### src/rtl/microseq_if.sv
// Next-address control bundle between the pipeline register and the microsequencer.
// MICROSEQ_PERF_EN adds the instr_cycles performance counter output.
interface microseq_if #(
  parameter int ADDR_W = 11,
  parameter int COND_W = 8
);
  localparam int SEL_W = (COND_W > 1) ? $clog2(COND_W) : 1;

  logic [3:0]        op;
  logic [ADDR_W-1:0] din;
  logic [ADDR_W-1:0] rin;
  logic [ADDR_W-1:0] orin;
  logic [COND_W-1:0] conds;
  logic [SEL_W-1:0]  cond_sel;
  logic              cond_pol;
  logic              hold;
  logic [ADDR_W-1:0] y;
  logic              stk_err;
`ifdef MICROSEQ_PERF_EN
  logic [31:0]       instr_cycles;
`endif

  modport master (
    output op, din, rin, orin, conds, cond_sel, cond_pol, hold,
`ifdef MICROSEQ_PERF_EN
    input  instr_cycles,
`endif
    input  y, stk_err
  );

  modport slave (
    input  op, din, rin, orin, conds, cond_sel, cond_pol, hold,
`ifdef MICROSEQ_PERF_EN
    output instr_cycles,
`endif
    output y, stk_err
  );
endinterface

### src/rtl/microseq_ctl.sv
// Microprogram sequencer: produces the CodeROM address each cycle from opcode, condition,
// subroutine stack, loop counter and address register. MICROSEQ_PERF_EN adds instr_cycles.
module microseq_ctl #(
  parameter int              ADDR_W      = 11,
  parameter int              STACK_DEPTH = 4,
  parameter int              COND_W      = 8,
  parameter logic [ADDR_W-1:0] RESET_ADDR = '0,
  parameter logic [ADDR_W-1:0] FETCH_ADDR = 11'h101
) (
  input  logic       clock,
  input  logic       reset,
  microseq_if.slave  bus
);
  localparam int SP_W  = $clog2(STACK_DEPTH + 1);
  localparam int IDX_W = (STACK_DEPTH > 1) ? $clog2(STACK_DEPTH) : 1;

  typedef enum logic [3:0] {
    OP_CONT  = 4'd0,
    OP_JMP   = 4'd1,
    OP_CJMP  = 4'd2,
    OP_CALL  = 4'd3,
    OP_RET   = 4'd4,
    OP_LDCNT = 4'd5,
    OP_LOOP  = 4'd6,
    OP_JREG  = 4'd7,
    OP_LDAR  = 4'd8,
    OP_CJREG = 4'd9
  } op_e;

  logic [ADDR_W-1:0] upc, cnt, ar, y_last;
  logic [SP_W-1:0]   sp;
  logic              stk_err;
  logic [ADDR_W-1:0] stack [STACK_DEPTH];

  logic              c;
  logic [ADDR_W-1:0] sel, y_new;
  logic              do_push, do_pop, stk_fault, cnt_ld, cnt_dec, ar_ld;
  logic [IDX_W-1:0]  push_idx, top_idx;

  assign push_idx = IDX_W'(sp);
  assign top_idx  = IDX_W'(sp - 1'b1);

  always_comb begin
    c         = bus.conds[bus.cond_sel] ^ bus.cond_pol;
    sel       = upc;
    do_push   = 1'b0;
    do_pop    = 1'b0;
    stk_fault = 1'b0;
    cnt_ld    = 1'b0;
    cnt_dec   = 1'b0;
    ar_ld     = 1'b0;
    case (op_e'(bus.op))
      OP_JMP:   sel = bus.din;
      OP_CJMP:  if (c) sel = bus.din;
      OP_CALL: begin
        if (c) begin
          sel = bus.din;
          // A full stack still takes the jump; only the return address is lost.
          if (sp == SP_W'(STACK_DEPTH)) stk_fault = 1'b1;
          else                          do_push   = 1'b1;
        end
      end
      OP_RET: begin
        if (c) begin
          if (sp == '0) begin
            sel       = RESET_ADDR;
            stk_fault = 1'b1;
          end else begin
            sel    = stack[top_idx];
            do_pop = 1'b1;
          end
        end
      end
      OP_LDCNT: cnt_ld = 1'b1;
      OP_LOOP: begin
        if (cnt != '0) begin
          sel     = bus.din;
          cnt_dec = 1'b1;
        end
      end
      OP_JREG:  sel = ar;
      OP_LDAR:  ar_ld = 1'b1;
      OP_CJREG: if (c) sel = ar;
      default:  sel = upc;
    endcase
    y_new = sel | bus.orin;
  end

  // hold replays the previous address verbatim, without re-applying orin
  assign bus.y       = reset ? RESET_ADDR : (bus.hold ? y_last : y_new);
  assign bus.stk_err = stk_err;

  always_ff @(posedge clock or posedge reset) begin
    if (reset) begin
      upc     <= RESET_ADDR + 1'b1;
      sp      <= '0;
      cnt     <= '0;
      ar      <= '0;
      y_last  <= RESET_ADDR;
      stk_err <= 1'b0;
    end else if (!bus.hold) begin
      upc    <= y_new + 1'b1;
      y_last <= y_new;
      if (do_push)   sp      <= sp + 1'b1;
      if (do_pop)    sp      <= sp - 1'b1;
      if (stk_fault) stk_err <= 1'b1;
      if (cnt_ld)    cnt     <= bus.din;
      if (cnt_dec)   cnt     <= cnt - 1'b1;
      if (ar_ld)     ar      <= bus.rin;
    end
  end

  // Stack storage carries no reset; sp alone defines which entries are live.
  always_ff @(posedge clock) begin
    if (!reset && !bus.hold && do_push) stack[push_idx] <= upc;
  end

`ifdef MICROSEQ_PERF_EN
  logic [31:0] instr_cycles;

  always_ff @(posedge clock or posedge reset) begin
    if (reset)                     instr_cycles <= '0;
    else if (!bus.hold) begin
      if (y_new == FETCH_ADDR)     instr_cycles <= 32'd1;
      else                         instr_cycles <= instr_cycles + 32'd1;
    end
  end

  assign bus.instr_cycles = instr_cycles;
`endif
endmodule
### src/flat_wrapper.sv
// flat-port wrapper written by rule: the top's interface ports become plain ports
module microseq_ctl_flat 
#(
  parameter int              ADDR_W      = 11,
  parameter int              STACK_DEPTH = 4,
  parameter int              COND_W      = 8,
  parameter logic [ADDR_W-1:0] RESET_ADDR = '0,
  parameter logic [ADDR_W-1:0] FETCH_ADDR = 11'h101
)
  (clock, reset, bus_op, bus_din, bus_rin, bus_orin, bus_conds, bus_cond_sel, bus_cond_pol, bus_hold, bus_y, bus_stk_err);
  microseq_if #(.ADDR_W(ADDR_W), .COND_W(COND_W)) bus_i ();
  input  logic clock;
  input  logic reset;
  input wire logic [$bits(bus_i.op)-1:0] bus_op;
  input wire logic [$bits(bus_i.din)-1:0] bus_din;
  input wire logic [$bits(bus_i.rin)-1:0] bus_rin;
  input wire logic [$bits(bus_i.orin)-1:0] bus_orin;
  input wire logic [$bits(bus_i.conds)-1:0] bus_conds;
  input wire logic [$bits(bus_i.cond_sel)-1:0] bus_cond_sel;
  input wire logic [$bits(bus_i.cond_pol)-1:0] bus_cond_pol;
  input wire logic [$bits(bus_i.hold)-1:0] bus_hold;
  output wire logic [$bits(bus_i.y)-1:0] bus_y;
  output wire logic [$bits(bus_i.stk_err)-1:0] bus_stk_err;
  assign bus_i.op = bus_op;
  assign bus_i.din = bus_din;
  assign bus_i.rin = bus_rin;
  assign bus_i.orin = bus_orin;
  assign bus_i.conds = bus_conds;
  assign bus_i.cond_sel = bus_cond_sel;
  assign bus_i.cond_pol = bus_cond_pol;
  assign bus_i.hold = bus_hold;
  assign bus_y = bus_i.y;
  assign bus_stk_err = bus_i.stk_err;
  microseq_ctl #(.ADDR_W(ADDR_W), .STACK_DEPTH(STACK_DEPTH), .COND_W(COND_W), .RESET_ADDR(RESET_ADDR), .FETCH_ADDR(FETCH_ADDR)) u_core (.clock(clock), .reset(reset), .bus(bus_i));
endmodule
### config.mk
export PLATFORM = sky130hd
export DESIGN_NAME = microseq_ctl_flat
export DESIGN_NICKNAME = d
export VERILOG_FILES = /design/src/rtl/microseq_if.sv /design/src/rtl/microseq_ctl.sv /design/src/flat_wrapper.sv
export SDC_FILE = /design/constraint.sdc
export NUM_CORES = 1
export LEC_CHECK = 0
export BUFFER_PORTS_ARGS = -buffer_cell sky130_fd_sc_hd__buf_2
export CORE_MARGIN = 8
export CORE_UTILIZATION = 40
export CTS_CLUSTER_SIZE = 12
export DETAILED_ROUTE_END_ITERATION = 8
export MAX_ROUTING_LAYER = met4
export SLEW_MARGIN = 5
export SYNTH_ARGS = -nofsm -noshare
export SYNTH_HDL_FRONTEND = slang
export SYNTH_SLANG_ARGS = --single-unit
### constraint.sdc
create_clock -name clock -period 5.9 [get_ports clock]
set_clock_uncertainty 0.1 [all_clocks]
set_input_delay 0.295 -clock clock [delete_from_list [all_inputs] [get_ports clock]]
set_output_delay 0.295 -clock clock [all_outputs]
set_load 0.1 [all_outputs]
==> flow_summary_export.csv, run 1 <==
group,metric,value,unit
sta,max_freq,215,MHz
cts,clock_path_buffers,2,
sta,tns,0,ns
drt,wl_met2,5.49,mm
global_route,grt_max_degree,45,
place,place.gp.congestion,0.866,
sta,holdWs,0.0803,ns
sta,maxSlewHeadroom,47.8,%
global_route,grt_pass1_vias,3586,
place,hpwl,9.20,mm
synthesis,synthArstFlopShare,52.2,%
drt,drt-met1-wl,5.84,mm
place,pre_cts_ws,1.58,ns
synthesis,synth_flop_cell,"dfrtp_1",
power_and_ir_drop,p_leak,2.15,nW
power_and_ir_drop,ir_drop,0.000309,V
cells_and_area,antenna_cells,0,
synthesis,synth_seq_area_share,51.5,%
critical_path,critPathMaxFanout,14,
place,io_buffers,63,
sta,worst_slew_pin_slew,0.782,ns
drt,routed-wl-met3,873,µm
die,num_io_pins,64,
sta,grt_setup_unrepaired,"false",
cts,clkSinkCount,92,
sta,fin_ws,1.24,ns
global_route,globalRouteOverflowTotal,0,
die,die_x,127,µm
critical_path,crit_arrival,4.26,ns
critical_path,critical_path_class,"register to output port",
cts,clk_latency,0.35,ns
global_route,grt_pass1_wl,19.8,mm
sta,finalHoldViolCount,0,
die,rows,40,
global_route,antenna_found_initial,0,
cts,cts_buffers,9,
drt,drt-initial-drc-count,334,
die,die_area,0.0160,mm²
sta,setup_violations,0,
cts,cts_tree,"built",
cts,clk_pin_slew,0.07,ns
cts,cts-root-buf,"clkbuf_16",
drt,via_count,3610,
synthesis,syn_area,0.00490,mm²
drt,top_layer_used,"met4",
drt,ant_nets,0,
cts,ctsHtreeMaxLevel,3,
cells_and_area,drive_above_1_share,29.5,%
run,maxCapViolCount,0,
synthesis,synthesis.instances,425,
die,core_area,0.0120,mm²
power_and_ir_drop,power.total,2.03,mW
power_and_ir_drop,pwr_density_cell,363,mW/mm²
die,start_util,40.9,%
synthesis,synth_fp_nets,484,
drt,vias_per_cell,5.74,
cts,postCtsSetupBuffers,0,
die,die_y,127,µm
sta,period_share,78.9,%
drt,first_pass_iters,5,
synthesis,avgSynthCellArea,11.5,µm²
status,status,"completed",
sta,drv_slew,0,
critical_path,endpoint_kind,"output port",
synthesis,synth_edf_count,44,
drt,totalWireLength,12.5,mm
drt,drt-wirelength-per-cell,19.8,µm
synthesis,ys_warn_count,0,
cells_and_area,area_delta_synth_final,14.3,%
cells_and_area,final_util,46.8,%
synthesis,ys_types,68,
worst_hold_path,min_path_type,"input port to register",
critical_path,cp.required,5.51,ns
cells_and_area,layout.nets,536,
synthesis,ys_ff_latch,92,
drt,drc,0,
critical_path,startpoint_type,"register",
sta,fin_crit,4.66,ns
global_route,grtUsageTotal,16.4,%
sequential cells by signal (all words and copies together) (netlist names):
register	flops
u_core.stack	44
u_core.upc	11
u_core.bus.stk_err	1
u_core.y_last	11
u_core.cnt	11
u_core.sp	3
u_core.ar	11
stage by stage:
| step | instance area (µm²) | cells |
|---|---|---|
| 6_report | 5600 | 629 |
| 5_1_grt | 5600 | 629 |
| 4_1_cts | 5600 | 629 |
| 3_5_place_dp | 5290 | 612 |
| 3_3_place_gp | 5290 | 612 |
| 2_1_floorplan | 4900 | 425 |
cell usage in the layout (no fill, tap or decap), types with 5 or more instances in the layout:
| master | count |
|---|---|
| buf_2 | 63 |
| dfrtp_1 | 47 |
| edfxtp_1 | 44 |
| o21ai_0 | 36 |
| nand2_1 | 27 |
| nor2_1 | 27 |
| mux2_2 | 25 |
| a21oi_1 | 21 |
| and2_1 | 15 |
| inv_1 | 11 |
| mux4_2 | 11 |
| a22oi_1 | 10 |
| nor3_1 | 9 |
| clkbuf_16 | 9 |
| a221o_1 | 7 |
| nor4_1 | 7 |
| ha_1 | 7 |
| or2_2 | 6 |
| nand4_1 | 6 |
| nand2b_1 | 5 |
| o21a_1 | 5 |
cell families after synthesis:
group,after synthesis,share of synthesized area [%]
simple gates,132,15.3
fa+ha+maj,7,1.79
buf+inv,38,3.40
xor+xnor,7,1.25
flops,92,51.5
mux,38,11.2
compound gates,111,15.5
final timing paths:
kind                       cells after the start              from  slack (ns)                to
hold reg to reg                                1  u_core.y_last[9]        0.37  u_core.y_last[9]
setup / recovery                               9      u_core.sp[0]        1.24          bus_y[1]
setup reg to reg                              10      u_core.sp[0]        1.85     u_core.upc[8]
hold / removal                                 2        bus_rin[2]        0.08      u_core.ar[2]
max in group asynchronous                      4             reset        4.47     u_core.upc[0]
min in group asynchronous                      3             reset        0.40      u_core.ar[9]
layout make-up:
type	count	area, µm²
clock inverter	5	42.5
multi-input combinational	295	2210
clock buffer	11	253
tap	147	184
inverter	13	48.8
fill	1112	6360
timing repair buffer	66	340
sequential	92	2520
power breakdown:
part / internal [mW] / switching, mW / total (mW)
Sequential: 0.772 / 0.115 / 0.887
Clock: 0.315 / 0.256 / 0.571
Combinational: 0.241 / 0.332 / 0.573
synthesized netlist by cell type, types with 7 or more instances:
| cell | instances | share of area [%] |
|---|---|---|
| mux2_2 | 25 | 5.8 |
| nand2_1 | 27 | 2.1 |
| inv_1 | 12 | 0.92 |
| clkbuf_1 | 20 | 1.5 |
| nor2_1 | 27 | 2.1 |
| mux4_2 | 11 | 5.1 |
| dfrtp_1 | 47 | 24 |
| ha_1 | 7 | 1.8 |
| nor4_1 | 7 | 0.89 |
| a221o_1 | 7 | 1.4 |
| edfxtp_1 | 44 | 27 |
| a21oi_1 | 21 | 2.1 |
| a22oi_1 | 10 | 1.5 |
| o21ai_0 | 36 | 3.7 |
| nor3_1 | 9 | 0.92 |
| and2_1 | 15 | 1.9 |
layer usage:
layer  GRT usage (%)  up-vias
li1                -     1721
met5               -        -
met2            23.9      141
met4            6.37        0
met1            21.6     1726
met3            4.23       22
repair_timing:
action,4_1_cts,5_1_grt
endpoints found under the setup margin,0,0
resized for setup,0,0
endpoints found under the hold margin,15,0
hold buffers,1,0
critical path, stage by stage (launching register included):
cell,delay [ns]
dfrtp_1,0.85
inv_1,0.24
ha_1,0.71
mux4_2,0.39
a22oi_1,0.15
o21ai_0,0.09
or4b_1,0.71
mux2_2,0.34
and2_1,0.15
buf_2,0.28
Power figures use the tool's default switching activity.
==> run 2: changes to the inputs <==
==> constraint.sdc (replaced) <==
create_clock -name clock -period 4.36 [get_ports clock]
set_clock_uncertainty 0.1 [all_clocks]
set_input_delay 0.218 -clock clock [delete_from_list [all_inputs] [get_ports clock]]
set_output_delay 0.218 -clock clock [all_outputs]
set_load 0.1 [all_outputs]
==> run 2 against run 1 <==
Against the previous run:
- clock power rose by 32%
- cell count rose by 2.2%
- first-iteration DRC count rose by 33%
- clock-buffer cell count did not move
- via count rose by 3.0%
- global-route usage rose by 0.94 points
- wire length rose by 4.8%
==> flow_summary_export.csv, run 2 (synthesis results as in run 1) <==
group,metric,value,unit
status,status,"completed",
power_and_ir_drop,switching_share,34.9,%
die,start_util,40.9,%
cells_and_area,area_delta_synth_final,16.8,%
critical_path,critical-path-slowest-cell,"or4b_2",
cells_and_area,layout_common_cells,"buf_2 (63), dfrtp_1 (47), edfxtp_1 (44), o21ai_0 (36)",
drt,drt-wirelength-per-cell,20.3,µm
cells_and_area,fillers,1096,
critical_path,slowest_delay,0.63,ns
drt,first_pass_iters,5,
cells_and_area,largest_register,"u_core.stack",
critical_path,ff2ff_setup_slack,0.51,ns
power_and_ir_drop,ir_drop,0.000378,V
cells_and_area,regArea,0.00252,mm²
global_route,grtUsageTotal,17.4,%
critical_path,crit_arrival,3.79,ns
die,rows,40,
run,maxCapViolCount,0,
sta,drv_slew,0,
cts,clkSinkCount,92,
cells_and_area,drive_above_1_share,29.4,%
sta,fin_crit,4.10,ns
sta,worst_slew_pin_slew,0.787,ns
cells_and_area,final_util,47.8,%
global_route,grt_pass1_vias,3681,
sta,max_freq,244,MHz
cts,clk_pin_slew,0.06,ns
power_and_ir_drop,seq_power_share,42.9,%
power_and_ir_drop,p_leak,2.21,nW
cts,cts_resized,0,
die,die_y,127,µm
critical_path,crit_buf_inv,2,
worst_hold_path,min_from,"bus_rin[7]",
power_and_ir_drop,pwr_density_cell,484,mW/mm²
sta,finalHoldViolCount,0,
power_and_ir_drop,p_int,1.80,mW
global_route,antenna_found_initial,0,
critical_path,cp.required,4.04,ns
sta,maxSlewHeadroom,47.4,%
cts,cts_tree,"built",
cts,cts_buffers,9,
critical_path,critical_path_class,"register to output port",
place,io_buffers,63,
worst_hold_path,min_path_type,"input port to register",
critical_path,critPathMaxFanout,10,
drt,vias_per_cell,5.78,
sta,setup_violations,0,
die,core_area,0.0120,mm²
worst_hold_path,hold_end,"u_core.ar[7]",
global_route,grt_max_degree,44,
cells_and_area,antenna_cells,0,
sta,period_share,94.1,%
critical_path,timing.rr.start,"u_core.cnt[0]",
drt,ant_nets,0,
drt,drc,0,
cts,ctsHtreeMaxLevel,3,
cells_and_area,final_common_cell,"buf_2",
global_route,grt_pass1_wl,20.7,mm
cells_and_area,fin_area,0.00572,mm²
critical_path,startpoint,"u_core.cnt[0]",
cells_and_area,multiInputGateArea,0.00221,mm²
drt,totalWireLength,13.1,mm
sta,grt_setup_unrepaired,"false",
sta,tns,0,ns
critical_path,critPathTopFamily,"simple AND/OR/NAND/NOR gates",
drt,via_count,3718,
global_route,globalRouteOverflowTotal,0,
die,num_io_pins,64,
critical_path,rr_worst_depth,12,
cells_and_area,layout.nets,550,
die,die_x,127,µm
power_and_ir_drop,p_clk_share,27.2,%
cells_and_area,largest_reg_flops,44,
critical_path,r2r_end,"u_core.upc[8]",
critical_path,crit_chain,"inv_1 > ha_1 > or4b_2 > nor4_4 > o21bai_2 > a22oi_1 > or4b_1 > mux2_2 > and2_1 > buf_2",
cts,cts-root-buf,"clkbuf_16",
place,placed_cell_area,0.00532,mm²
worst_hold_path,whs_path_depth,2,
cts,clock_path_buffers,2,
die,die_area,0.0160,mm²
sta,holdWs,0.0107,ns
cts,clk_latency,0.35,ns
place,place.gp.congestion,0.915,
power_and_ir_drop,combPwrFrac,29.9,%
critical_path,endpoint_kind,"output port",
place,hpwl,9.64,mm
power_and_ir_drop,p_sw,0.966,mW
drt,drt-initial-drc-count,443,
critical_path,startpoint_type,"register",
[run 2: per-stage QoR]
stage	power [mW]	setup slack [ns]	cells
global placement	2.01	0.676	616
CTS	2.79	0.241	643
floorplan	1.79	0.434	425
detailed placement	2.03	0.531	616
global route	2.90	0.0293	643
finish	2.77	0.256	643
[run 2: timing repair]
item                                    in CTS  in global routing
hold buffers                                11                  0
setup buffers                                0                  0
endpoints found under the setup margin       0                  0
endpoints found under the hold margin       40                  0
[run 2: how the worst max path moves through the flow]
| stage | slack [ns] | end | cells past startpoint |
|---|---|---|---|
| 4_1_cts | 0.24 | bus_y[1] | 10 |
| 6_report | 0.26 | bus_y[1] | 10 |
| 5_1_grt | 0.03 | bus_y[1] | 10 |
| 3_5_place_dp | 0.53 | u_core.upc[8] | 12 |
| 3_3_place_gp | 0.68 | u_core.upc[8] | 12 |
| 2_1_floorplan | 0.43 | bus_y[4] | 10 |
[run 2: cell type report]
cell class                      instances  share of cell area (%)
Clock buffer                           11                    4.25
Clock inverter                          5                   0.722
Inverter                               13                   0.854
Multi-Input combinational cell        295                    38.6
Sequential cell                        92                    44.1
Tap cell                              147                    3.22
Timing Repair Buffer                   80                    8.23
[run 2: power by group through the flow]
stage | sequential (mW) | combinational, mW | clock, mW
2_1_floorplan | 1.16 | 0.624 | 0
3_3_place_gp | 1.20 | 0.810 | 0
3_5_place_dp | 1.20 | 0.823 | 0
4_1_cts | 1.19 | 0.835 | 0.771
5_1_grt | 1.21 | 0.898 | 0.795
6_report | 1.19 | 0.828 | 0.752
[run 2: per-layer routing]
layer,share of wire (%),vias to the layer above,track usage [%]
met2,45,160,25.7
met5,0,-,-
met4,1.2,0,4.95
li1,-,1746,-
met1,46,1802,23.3
met3,7.3,10,4.23
==> run 3: changes to the inputs <==
==> constraint.sdc (replaced) <==
create_clock -name clock -period 4.75 [get_ports clock]
set_clock_uncertainty 0.1 [all_clocks]
set_input_delay 0.2375 -clock clock [delete_from_list [all_inputs] [get_ports clock]]
set_output_delay 0.2375 -clock clock [all_outputs]
set_load 0.1 [all_outputs]
==> run 3 against run 2 <==
Against the previous run:
- utilization is 0.78 points lower
- largest cell class unchanged
- worst setup slack better by 0.37 ns
- the run now ends with negative hold slack left
- clock-buffer cell count decreased by 1
- sequential power fell by 9%
- hold slack got worse by 0.012 ns
- register-to-register slack better by 0.42 ns
==> flow_summary_export.csv, run 3 (synthesis results as in run 1) <==
group,metric,value,unit
drt,totalWireLength,12.8,mm
place,hpwl,9.45,mm
cells_and_area,largest_reg_flops,44,
run,maxCapViolCount,0,
cts,postCtsHoldBufs,0,
sta,worst_slew_pin_slew,0.918,ns
cts,cts_tree,"built",
cts,cts_resized,0,
critical_path,crit_buf_inv,2,
power_and_ir_drop,ir_drop,0.000212,V
sta,max_freq,242,MHz
sta,setup_violations,0,
cts,clk_latency,0.35,ns
critical_path,critPathTopFamily,"simple AND/OR/NAND/NOR gates",
drt,drc,0,
global_route,grt_use_met1,22.5,%
global_route,grt_max_degree,47,
sta,holdWs,-0.000936,ns
die,core_area,0.0120,mm²
sta,finalHoldViolCount,1,
critical_path,crit_chain,"inv_1 > ha_1 > or4b_2 > nor4_4 > o21bai_2 > a22oi_1 > or4b_1 > mux2_2 > and2_1 > buf_2",
sta,drv_slew,0,
die,start_util,40.9,%
die,num_io_pins,64,
global_route,antenna_found_initial,0,
global_route,use_met2,24.7,%
global_route,grt_pass1_wl,19.9,mm
place,dp.cells,615,
cells_and_area,area_delta_synth_final,14.8,%
sta,period_share,86.9,%
critical_path,critical_path_class,"register to output port",
global_route,grt_pass1_vias,3473,
cells_and_area,largest_register,"u_core.stack",
power_and_ir_drop,power.total,2.59,mW
die,die_x,127,µm
cells_and_area,fin_cells,631,
sta,tns,0,ns
global_route,top_usage_layer,"met2",
place,io_buffers,63,
worst_hold_path,min_path_type,"input port to async pin",
critical_path,startpoint_type,"register",
cells_and_area,drive_above_1_share,30.2,%
critical_path,crit_arrival,3.79,ns
die,die_area,0.0160,mm²
cells_and_area,final_common_cell,"buf_2",
die,rows,40,
critical_path,slowest_delay,0.63,ns
sta,maxSlewHeadroom,38.7,%
cts,clkSinkCount,92,
drt,first_pass_iters,5,
drt,vias_per_cell,5.69,
drt,via_count,3593,
cts,clock_path_buffers,2,
cts,cts-root-buf,"clkbuf_16",
cts,clk_pin_slew,0.07,ns
critical_path,endpoint_kind,"output port",
place,place.gp.congestion,0.892,
cells_and_area,layout_common_cells,"buf_2 (63), dfrtp_1 (47), edfxtp_1 (44), o21ai_0 (36)",
global_route,gr-usage-met3,4.06,%
cts,cts_buffers,9,
cts,ctsHtreeMaxLevel,3,
power_and_ir_drop,pwr_density_cell,460,mW/mm²
critical_path,critPathMaxFanout,10,
cells_and_area,antenna_cells,0,
die,die_y,127,µm
global_route,grtUsageTotal,16.7,%
cells_and_area,layout.nets,538,
drt,drt-wirelength-per-cell,20.2,µm
cts,postCtsSetupBuffers,0,
global_route,globalRouteOverflowTotal,0,
drt,ant_nets,0,
critical_path,critical-path-slowest-cell,"or4b_2",
status,violations,"negative hold slack",
cells_and_area,fillers,1092,
sta,grt_setup_unrepaired,"false",
cells_and_area,final_util,47.0,%
drt,drt-initial-drc-count,313,
sta,fin_crit,4.13,ns
critical_path,cp.required,4.41,ns
status,status,"finished, violations left",
power_and_ir_drop,p_leak,2.18,nW
==> run 3: layout make-up <==
type                    instances  area (µm²)  area share (%)
clock buffers                  10         239            4.25
clock inverters                 6        68.8            1.22
inverters                      13        48.8           0.868
multi-input cells             295        2210            39.2
flip-flops and latches         92        2520            44.9
well taps                     147         184            3.27
repair buffers                 68         353            6.28
==> run 3: path summary, 6_finish.rpt <==
check / to / from / cells after the start / slack (ns)
setup / recovery: bus_y[1] / u_core.cnt[0] / 10 / 0.62
hold / removal: u_core.ar[4] / reset / 2 / -0.0009
setup reg to reg: u_core.upc[8] / u_core.cnt[0] / 12 / 0.93
hold reg to reg: u_core.y_last[9] / u_core.y_last[9] / 1 / 0.38
max in group asynchronous: u_core.upc[0] / reset / 3 / 3.72
min in group clock: u_core.ar[2] / bus_rin[2] / 2 / 0.02
==> run 3: worst register-to-register path, cell delays in order (launching register included) <==
cell and delay [ns]:
dfrtp_1 0.40, inv_1 0.06, ha_1 0.18, or4b_2 0.63
nor4_4 0.32, a21oi_1 0.14, o31ai_2 0.08, and3_1 0.41
a221o_1 0.35, ha_1 0.27, nand2_2 0.11, or4_1 0.51
o211a_1 0.12
==> run 3: routing by layer <==
layer	vias up	part of all wire [%]	wire length, µm
met5	-	0	0
met4	0	1.2	148
met3	12	6.5	831
met2	119	45	5730
met1	1731	47	6050
li1	1731	-	-
==> run 3: through the flow <==
stage / cell area [µm²] / setup slack, ns
6_report: 5620 / 0.623
5_1_grt: 5620 / 0.451
4_1_cts: 5620 / 0.624
3_5_place_dp: 5320 / 0.985
3_3_place_gp: 5320 / 1.05
2_1_floorplan: 4900 / 0.805
==> run 3: report_power, final <==
group	internal [mW]	switching, mW
clock	0.428	0.316
sequential	0.960	0.117
combinational	0.316	0.451
